`src/rtl/traffic_pkg.sv`:
```
// Shared definitions for the traffic phase scheduler: state encodings,
// lamp bit positions and the lamp pattern shown in each state.
package traffic_pkg;

  // 3-bit state encodings (also driven out on the phase status port)
  localparam logic [2:0] ST_NS_GRN = 3'd0;
  localparam logic [2:0] ST_NS_YEL = 3'd1;
  localparam logic [2:0] ST_AR1    = 3'd2;
  localparam logic [2:0] ST_EW_GRN = 3'd3;
  localparam logic [2:0] ST_EW_YEL = 3'd4;
  localparam logic [2:0] ST_AR2    = 3'd5;

  typedef enum logic [2:0] {
    S_NS_GRN = ST_NS_GRN,
    S_NS_YEL = ST_NS_YEL,
    S_AR1    = ST_AR1,
    S_EW_GRN = ST_EW_GRN,
    S_EW_YEL = ST_EW_YEL,
    S_AR2    = ST_AR2
  } state_e;

  // Bit positions inside the 6-bit lamp bus
  localparam int LT_NS_RED = 5;
  localparam int LT_NS_YEL = 4;
  localparam int LT_NS_GRN = 3;
  localparam int LT_EW_RED = 2;
  localparam int LT_EW_YEL = 1;
  localparam int LT_EW_GRN = 0;

  // Lamp patterns, exactly one lamp lit per street
  localparam logic [5:0] LIGHTS_NS_GRN = 6'(1 << LT_NS_GRN) | 6'(1 << LT_EW_RED);
  localparam logic [5:0] LIGHTS_NS_YEL = 6'(1 << LT_NS_YEL) | 6'(1 << LT_EW_RED);
  localparam logic [5:0] LIGHTS_AR1    = 6'(1 << LT_NS_RED) | 6'(1 << LT_EW_RED);
  localparam logic [5:0] LIGHTS_EW_GRN = 6'(1 << LT_NS_RED) | 6'(1 << LT_EW_GRN);
  localparam logic [5:0] LIGHTS_EW_YEL = 6'(1 << LT_NS_RED) | 6'(1 << LT_EW_YEL);
  localparam logic [5:0] LIGHTS_AR2    = 6'(1 << LT_NS_RED) | 6'(1 << LT_EW_RED);

  // Pure decode of a state into its lamp pattern; anything unknown shows all-red
  function automatic logic [5:0] lights_of(input state_e s);
    logic [5:0] l;
    l = LIGHTS_AR2;
    case (s)
      S_NS_GRN: l = LIGHTS_NS_GRN;
      S_NS_YEL: l = LIGHTS_NS_YEL;
      S_AR1:    l = LIGHTS_AR1;
      S_EW_GRN: l = LIGHTS_EW_GRN;
      S_EW_YEL: l = LIGHTS_EW_YEL;
      S_AR2:    l = LIGHTS_AR2;
      default:  l = LIGHTS_AR2;
    endcase
    return l;
  endfunction

endpackage

```
`src/rtl/phase_timer.sv`:
```
// Loadable down-counter that saturates at zero; zero_o marks the last
// cycle of the current phase.
module phase_timer #(
  parameter int unsigned      CNT_W   = 8,
  parameter logic [CNT_W-1:0] RST_VAL = '0
) (
  input  logic             clk,
  input  logic             clr,
  input  logic             load_i,
  input  logic [CNT_W-1:0] load_val_i,
  output logic             zero_o
);

  logic [CNT_W-1:0] cnt_q;
  logic [CNT_W-1:0] cnt_d;

  // Load takes priority; otherwise count down and hold once at zero
  always_comb begin
    cnt_d = cnt_q;
    if (load_i) begin
      cnt_d = load_val_i;
    end else if (cnt_q != '0) begin
      cnt_d = cnt_q - 1'b1;
    end
  end

  // Counter register with synchronous active-low clear
  always_ff @(posedge clk) begin
    if (!clr) begin
      cnt_q <= RST_VAL;
    end else begin
      cnt_q <= cnt_d;
    end
  end

  assign zero_o = (cnt_q == '0);

endmodule

```
`src/rtl/traffic_phase_scheduler.sv`:
```
// Two-way intersection phase sequencer. NS green is the rest state; EW is
// served only when a vehicle or pedestrian request has been latched, and
// never before NS has had its minimum green time.
module traffic_phase_scheduler
  import traffic_pkg::*;
#(
  parameter int unsigned NS_MIN   = 8,
  parameter int unsigned EW_GREEN = 6,
  parameter int unsigned YEL_T    = 3,
  parameter int unsigned ALLRED_T = 2,
  parameter int unsigned CNT_W    = 8
) (
  input  logic       clk,
  input  logic       clr,
  input  logic       ew_req,
  input  logic       ped_req,
  output logic [5:0] lights,
  output logic       walk,
  output logic [2:0] phase
);

  // Timer reload values: a phase of D cycles starts the counter at D-1
  localparam logic [CNT_W-1:0] NS_MIN_M1 = CNT_W'(NS_MIN - 1);
  localparam logic [CNT_W-1:0] EW_GRN_M1 = CNT_W'(EW_GREEN - 1);
  localparam logic [CNT_W-1:0] YEL_M1    = CNT_W'(YEL_T - 1);
  localparam logic [CNT_W-1:0] AR_M1     = CNT_W'(ALLRED_T - 1);

  state_e           state_q, state_d;
  logic             timer_zero;
  logic             timer_load;
  logic [CNT_W-1:0] timer_load_val;
  logic             any_req;
  logic             enter_ew, leave_ew;
  logic             ew_pend_q, ew_pend_d;
  logic             ped_pend_q, ped_pend_d;
  logic             walk_act_q, walk_act_d;

  // Next-state logic: every phase runs its timer out; NS green also needs demand
  always_comb begin
    state_d = state_q;
    any_req = ew_pend_q | ped_pend_q | ew_req | ped_req;
    case (state_q)
      S_NS_GRN: if (timer_zero && any_req) state_d = S_NS_YEL;
      S_NS_YEL: if (timer_zero) state_d = S_AR1;
      S_AR1:    if (timer_zero) state_d = S_EW_GRN;
      S_EW_GRN: if (timer_zero) state_d = S_EW_YEL;
      S_EW_YEL: if (timer_zero) state_d = S_AR2;
      S_AR2:    if (timer_zero) state_d = S_NS_GRN;
      default:  state_d = S_AR2;
    endcase
  end

  // Reload the timer with the new phase length whenever the state changes
  always_comb begin
    timer_load     = (state_d != state_q);
    timer_load_val = AR_M1;
    case (state_d)
      S_NS_GRN:          timer_load_val = NS_MIN_M1;
      S_NS_YEL, S_EW_YEL: timer_load_val = YEL_M1;
      S_EW_GRN:          timer_load_val = EW_GRN_M1;
      S_AR1, S_AR2:      timer_load_val = AR_M1;
      default:           timer_load_val = AR_M1;
    endcase
  end

  phase_timer #(
    .CNT_W   (CNT_W),
    .RST_VAL (AR_M1)
  ) u_phase_timer (
    .clk        (clk),
    .clr        (clr),
    .load_i     (timer_load),
    .load_val_i (timer_load_val),
    .zero_o     (timer_zero)
  );

  // Request latches clear on EW entry, but a request in that same cycle re-arms them
  always_comb begin
    enter_ew   = (state_q == S_AR1) && (state_d == S_EW_GRN);
    leave_ew   = (state_q == S_EW_GRN) && (state_d != S_EW_GRN);
    ew_pend_d  = enter_ew ? ew_req  : (ew_pend_q  | ew_req);
    ped_pend_d = enter_ew ? ped_req : (ped_pend_q | ped_req);
    walk_act_d = walk_act_q;
    if (enter_ew) begin
      walk_act_d = ped_pend_q | ped_req;
    end else if (leave_ew) begin
      walk_act_d = 1'b0;
    end
  end

  // State and latch registers; clear overrides any transition or request
  always_ff @(posedge clk) begin
    if (!clr) begin
      state_q    <= S_AR2;
      ew_pend_q  <= 1'b0;
      ped_pend_q <= 1'b0;
      walk_act_q <= 1'b0;
    end else begin
      state_q    <= state_d;
      ew_pend_q  <= ew_pend_d;
      ped_pend_q <= ped_pend_d;
      walk_act_q <= walk_act_d;
    end
  end

  assign lights = lights_of(state_q);
  assign walk   = walk_act_q & (state_q == S_EW_GRN);
  assign phase  = state_q;

endmodule

```
`config.mk`:
```
export PLATFORM = sky130hd
export DESIGN_NAME = traffic_phase_scheduler
export DESIGN_NICKNAME = d
export VERILOG_FILES = /design/src/rtl/traffic_pkg.sv /design/src/rtl/phase_timer.sv /design/src/rtl/traffic_phase_scheduler.sv
export SDC_FILE = /design/constraint.sdc
export NUM_CORES = 1
export LEC_CHECK = 0
export CAP_MARGIN = 0
export CELL_PAD_IN_SITES_DETAIL_PLACEMENT = 2
export CELL_PAD_IN_SITES_GLOBAL_PLACEMENT = 2
export CORE_MARGIN = 2
export CORE_UTILIZATION = 27
export DETAILED_ROUTE_END_ITERATION = 6
export MAX_ROUTING_LAYER = met4
export PLACE_DENSITY = 0.79
export SYNTH_ARGS = -nofsm -noshare
export SYNTH_HDL_FRONTEND = slang
export SYNTH_HIERARCHICAL = 1
export SYNTH_SLANG_ARGS = --single-unit
export TNS_END_PERCENT = 50
```
`constraint.sdc`:
```
create_clock -name clk -period 2.42 [get_ports clk]
set_clock_uncertainty 0.15 [all_clocks]
set_input_delay 0.484 -clock clk [delete_from_list [all_inputs] [get_ports clk]]
set_output_delay 0.484 -clock clk [all_outputs]
set_load 0.03 [all_outputs]
```
* Word level (Yosys, flattened, before mapping)
Index checks and enable logic that the tools add are counted.
** Word-level totals
- Register bits :: 14
- Input port bits :: 4
- Output and inout port bits :: 10
** Operators by class
- Add/sub/neg operators :: 1
- Equal/unequal tests :: 10
- Multiplexer cells :: 15
- Bitwise gates (word level) :: 6
- Reduce and logical (&&, ||, !) cells :: 10
** Operator list (number)
- one-hot mux 6 bit (4 select lines) :: 1
- two-way mux 3 bit :: 6
- one-hot mux 3 bit (6 select lines) :: 1
- two-way mux 8 bit :: 2
- == test 3 x 2 -> 1 bit, second input constant :: 3
- == test 3 bit, second input constant :: 3
- one-hot mux 3 bit (3 select lines) :: 1
- logical NOT 8 bit :: 1
- nonzero test 8 bit :: 1
- subtractor 8 x 1 -> 8 bit, second input constant :: 1
- == test 3 x 1 -> 1 bit, second input constant :: 2
- logical NOT 3 bit :: 2
- bitwise OR 1 bit :: 5
- two-way mux 1 bit :: 4
- nonzero test 2 bit :: 2
- logical AND 1 bit :: 3
- inequality test 3 x 2 -> 1 bit, second input constant :: 1
- inequality test 3 bit :: 1
- OR reduction 2 bit :: 1
- bitwise AND 1 bit :: 1

* Longest topological paths before layout
Gate-level depths: netlist of the first run.
- Depth after elaboration :: 10
- Depth in mapped cells :: 11
- Depth with buffers taken out :: 8

* Hierarchy
The synthesis of the first run kept the hierarchy.
** Modules (own cells, without submodules)
- phase_timer :: instances 1, cells an instance 51, area an instance 466.7 sq um, seq. area each 160.2 sq um
- traffic_phase_scheduler :: instances 1, cells an instance 58, area an instance 435.4 sq um, seq. area each 120.1 sq um

* Least setup slack after synthesis of the first run
OpenSTA, ideal clock, no wires.
- Path type :: register to output
- From :: register state_q[2] (netlist: phase[2])
- To :: output port lights[2]
- Data arrival time :: 2.079 ns
- Slack :: -0.293 ns
- Cell stages (with the launch flop) :: 4
- Path buffers :: 1
- Cell sequence :: dfxtp_1 > buf_2 > nor3b_1 > nor2_1
** Between the ends
- Cells in the longest elaborated chain, start to end :: 2
- Elaborated cells on any way between the ends :: 5
** Ends and longest elaborated chain
- from (decl) :: line traffic_phase_scheduler.sv:28 : state_e state_q, state_d;
- from (signal assigned) :: line traffic_phase_scheduler.sv:99 : state_q <= state_d;
- == test 3 bit (tied with other cells) :: line traffic_pkg.sv:42 : case (s)
- one-hot mux 6 bit (4 select lines) (*) :: line traffic_pkg.sv:42
- to (decl) :: line traffic_phase_scheduler.sv:17 : output logic [5:0] lights,
Every way passes the cells marked *; elsewhere a longest branch is shown, timed or not.

* Final worst setup path of the first run
- From :: register u_phase_timer.cnt_q[3]
- To :: register u_phase_timer.cnt_q[7]
** Between the ends
- Cells in the longest elaborated chain, start to end :: 6
- Elaborated cells on any way between the ends :: 15
** Ends and longest elaborated chain
- from (decl) :: line phase_timer.sv:14 : logic [CNT_W-1:0] cnt_q;
- from (signal assigned) :: line phase_timer.sv:32 : cnt_q <= cnt_d;
- logical NOT 8 bit (*) :: line phase_timer.sv:36 : assign zero_o = (cnt_q == '0);
- via timer_zero :: line traffic_phase_scheduler.sv:29 : logic timer_zero;
- logical AND 1 bit :: line traffic_phase_scheduler.sv:43 : S_NS_GRN: if (timer_zero && any_req) state_d = S_NS_YEL;
- two-way mux 3 bit :: line traffic_phase_scheduler.sv:43
- one-hot mux 3 bit (6 select lines) (*) :: line traffic_phase_scheduler.sv:42 : case (state_q)
- inequality test 3 bit (*) :: line traffic_phase_scheduler.sv:55 : timer_load = (state_d != state_q);
- via timer_load :: line traffic_phase_scheduler.sv:30 : logic timer_load;
- two-way mux 8 bit / nonzero test 2 bit (equally long branches)
The timed path passes the listed nets; every way through them passes the cells marked *. The select of a mux whose other input is x is not followed.
A chain may end at the register's enable or synchronous reset.

==> results of run 1 <==
[per-stage QoR]
stage               total power [mW]  hold slack, ns  cells
finish                          1.32           0.371    174
global route                    1.44           0.411    174
CTS                             1.34           0.371    174
detailed placement              1.22           0.359    171
global placement                1.17           0.346    171
floorplan                      0.947           0.318    113
[layout make-up]
type                       count  share of cell area
clock buffer                   3              0.0194
inverter                       6              0.0194
multi-input combinational     85               0.500
sequential                    14               0.244
tap                           44              0.0475
timing repair buffer          22               0.170
[what timing repair did]
| item | 4_1_cts | 5_1_grt |
|---|---|---|
| pin swaps | 0 | 0 |
| gates resized for setup | 5 | 3 |
| cloned | 0 | 0 |
| setup endpoints to repair | 5 | 4 |
[sequential cells by signal, summed over array words and instances, names as in the netlist]
register and flops:
u_phase_timer/cnt_q 8, ped_pend_q 1, walk_act_q 1, phase 3, ew_pend_q 1
[worst max-delay path, stage by stage (launching register included)]
cell	delay, ns
dfxtp_1	0.37
nor4_4	0.36
and4bb_2	0.41
a21oi_1	0.07
a21oi_1	0.19
inv_1	0.13
buf_4	0.16
o21ai_0	0.21
a21oi_1	0.07
[cell usage in the layout (no fill, tap or decap), drive strengths merged, types with 3 or more instances in the layout]
master         instances
o21ai                  7
dlygate4sd2            3
a21oi                  7
nand2                  8
xor2                   3
clkdlybuf4s50          7
nor2                   8
conb                   5
o31ai                  4
xnor2                  5
nand3                  5
nor3b                  4
clkbuf                 3
dfxtp                 14
inv                    6
nor2b                  3
nor3                   5
buf                   10
[logic make-up (layout without fill, tap and decap cells)]
| family | count (synthesis) | count (layout) | synth area share |
|---|---|---|---|
| buffers and inverters | 14 | 31 | 0.0749 |
| adder cells (fa/ha/maj) | 1 | 1 | 0.0139 |
| AND/OR/NAND/NOR | 44 | 44 | 0.311 |
| other | 1 | 5 | 0.00416 |
| multiplexers | 1 | 1 | 0.0111 |
| XOR/XNOR | 8 | 8 | 0.0777 |
| flip-flops | 14 | 14 | 0.311 |
| AO/OA/AOI/OAI | 26 | 26 | 0.197 |
[report_power, final]
| group | switching (mW) | internal (mW) |
|---|---|---|
| Clock | 0.0779 | 0.0577 |
| Combinational | 0.445 | 0.359 |
| Sequential | 0.0888 | 0.296 |
[metal layers]
layer  GRT usage  vias to the layer above  share of wire
li1            -                      425              -
met1       0.171                      432           0.43
met2       0.307                       10           0.54
met3      0.0248                        2          0.022
met4      0.0456                        0         0.0030
met5           -                        -              0
[final timing paths]
kind,endpoint,slack (ns),from,cells after the start
setup reg to reg,u_phase_timer/cnt_q[7],0.18,u_phase_timer/cnt_q[3],8
setup / recovery,u_phase_timer/cnt_q[7],0.18,u_phase_timer/cnt_q[3],8
hold reg to reg,u_phase_timer/cnt_q[6],0.37,u_phase_timer/cnt_q[6],2
hold / removal,u_phase_timer/cnt_q[6],0.37,u_phase_timer/cnt_q[6],2
==> flow_summary_export.csv, run 1 <==
group,metric,value,unit
clock_tree,tritoncts,"yes",
clock_tree,clk_pin_slew,0.09,ns
logic_synthesis,synth_seq_cells,14,
sta,fmax,0.446,GHz
cells_and_area,final_util,0.370,
logic_synthesis,ys_async_sr_fraction,0,
floorplan,core-area,3130,µm²
floorplan,start_util,0.288,
job,maxCapViolCount,0,
logic_synthesis,yosys_warnings,6,
outcome,status,"completed",
cells_and_area,antennaDiodeCount,0,
logic_synthesis,synth_most_common_cell,"dfxtp_1",
routing,drc,0,
grt,grt_overflow,0,
logic_synthesis,ys_top_cells_by_count,"dfxtp_1, nand2_1, nor2_1",
cells_and_area,fill_cells,381,
cells_and_area,regArea,283,µm²
placed_design,routabilityCongestion,0.785,
routing,vias_per_cell,4.99,
grt,grt_max_degree,13,
logic_synthesis,syn-cell-area,902,µm²
routing,post_drt_wl_per_cell,15.1,µm
worst_setup_path,critPathKind,"reg -> reg",
routing,vias,869,
power,p_per_area,1140,nW/µm²
logic_synthesis,synth_flop_cell,"dfxtp_1",
worst_hold_path,min_path_type,"reg -> reg",
sta,fin_crit_sh,0.926,
logic_synthesis,synth.distinct_cells,40,
placed_design,dpl_cell_area,1130,µm²
sta,hold_violations,0,
floorplan,die_h,61.8,µm
sta,drv_slew,0,
placed_design,portBuffers,13,
worst_setup_path,crit_path_start_kind,"flop",
sta,fin_crit,2.24,ns
grt,grt_pass1_vias,946,
power,peakVddDrop,0.384,mV
logic_synthesis,netlist_instances,109,
placed_design,dp_slack,0.103,ns
logic_synthesis,avgSynthCellArea,8.28,µm²
cells_and_area,area_growth_syn_to_layout,28.4,%
floorplan,dieArea,3820,µm²
clock_tree,htree_num_levels,1,
sta,setup-violations-final,0,
grt,grt_pass1_wl,4.37,mm
clock_tree,clock_latency,0.28,ns
clock_tree,numCtsBuffers,3,
clock_tree,ctsHoldBuffers,0,
logic_synthesis,ys_top_cells_by_area,"dfxtp_1, xnor2_1, a21oi_1, o21ai_0, nand2_1",
floorplan,die_width,61.8,µm
sta,fin_ws,0.179,ns
logic_synthesis,yosysTopAreaCellShare,0.311,
routing,first_pass_iters,4,
worst_setup_path,cp.arrival,2.26,ns
grt,track_usage,0.162,
clock_tree,cts.path.max_buffers,2,
worst_setup_path,worst-path-max-fanout,9,
routing,wl,2.63,mm
placed_design,dp_hpwl,2.09,mm
power,power_leakage,0.477,nW
logic_synthesis,yosysTopAreaCell,"dfxtp_1",
clock_tree,cts-root-buf,"clkbuf_4",
sta,rsz0062_at_grt,"no",
floorplan,io_pins,14,
grt,antenna_found_initial,0,
cells_and_area,multi_input_area,579,µm²
floorplan,rows,20,
routing,drt_iter0_markers,12,
worst_setup_path,end_kind,"flop",
logic_synthesis,synth_edf_count,0,
cells_and_area,nNetsFinal,137,
worst_setup_path,worstPathRequired,2.44,ns
logic_synthesis,synth_seq_area_share,0.311,
cells_and_area,drive_gt1_frac,0.208,
cells_and_area,finalInstanceArea,1160,µm²
clock_tree,clock-sinks,14,
clock_tree,cts_setup_buffers,0,
sta,finalSetupTns,0,ns
routing,antenna_left,0,
Note: power is estimated with default switching activity, not from simulation.
==> run 2: changes to the inputs <==
--- a/config.mk
+++ b/config.mk
@@ -5,6 +5,7 @@
 export SDC_FILE = /design/constraint.sdc
 export NUM_CORES = 1
 export LEC_CHECK = 0
+export ABC_AREA = 0
 export CAP_MARGIN = 0
 export CELL_PAD_IN_SITES_DETAIL_PLACEMENT = 2
 export CELL_PAD_IN_SITES_GLOBAL_PLACEMENT = 2
==> results of run 2 <==
Same layout as run 1: the final DEF is identical, and so are final timing and power.
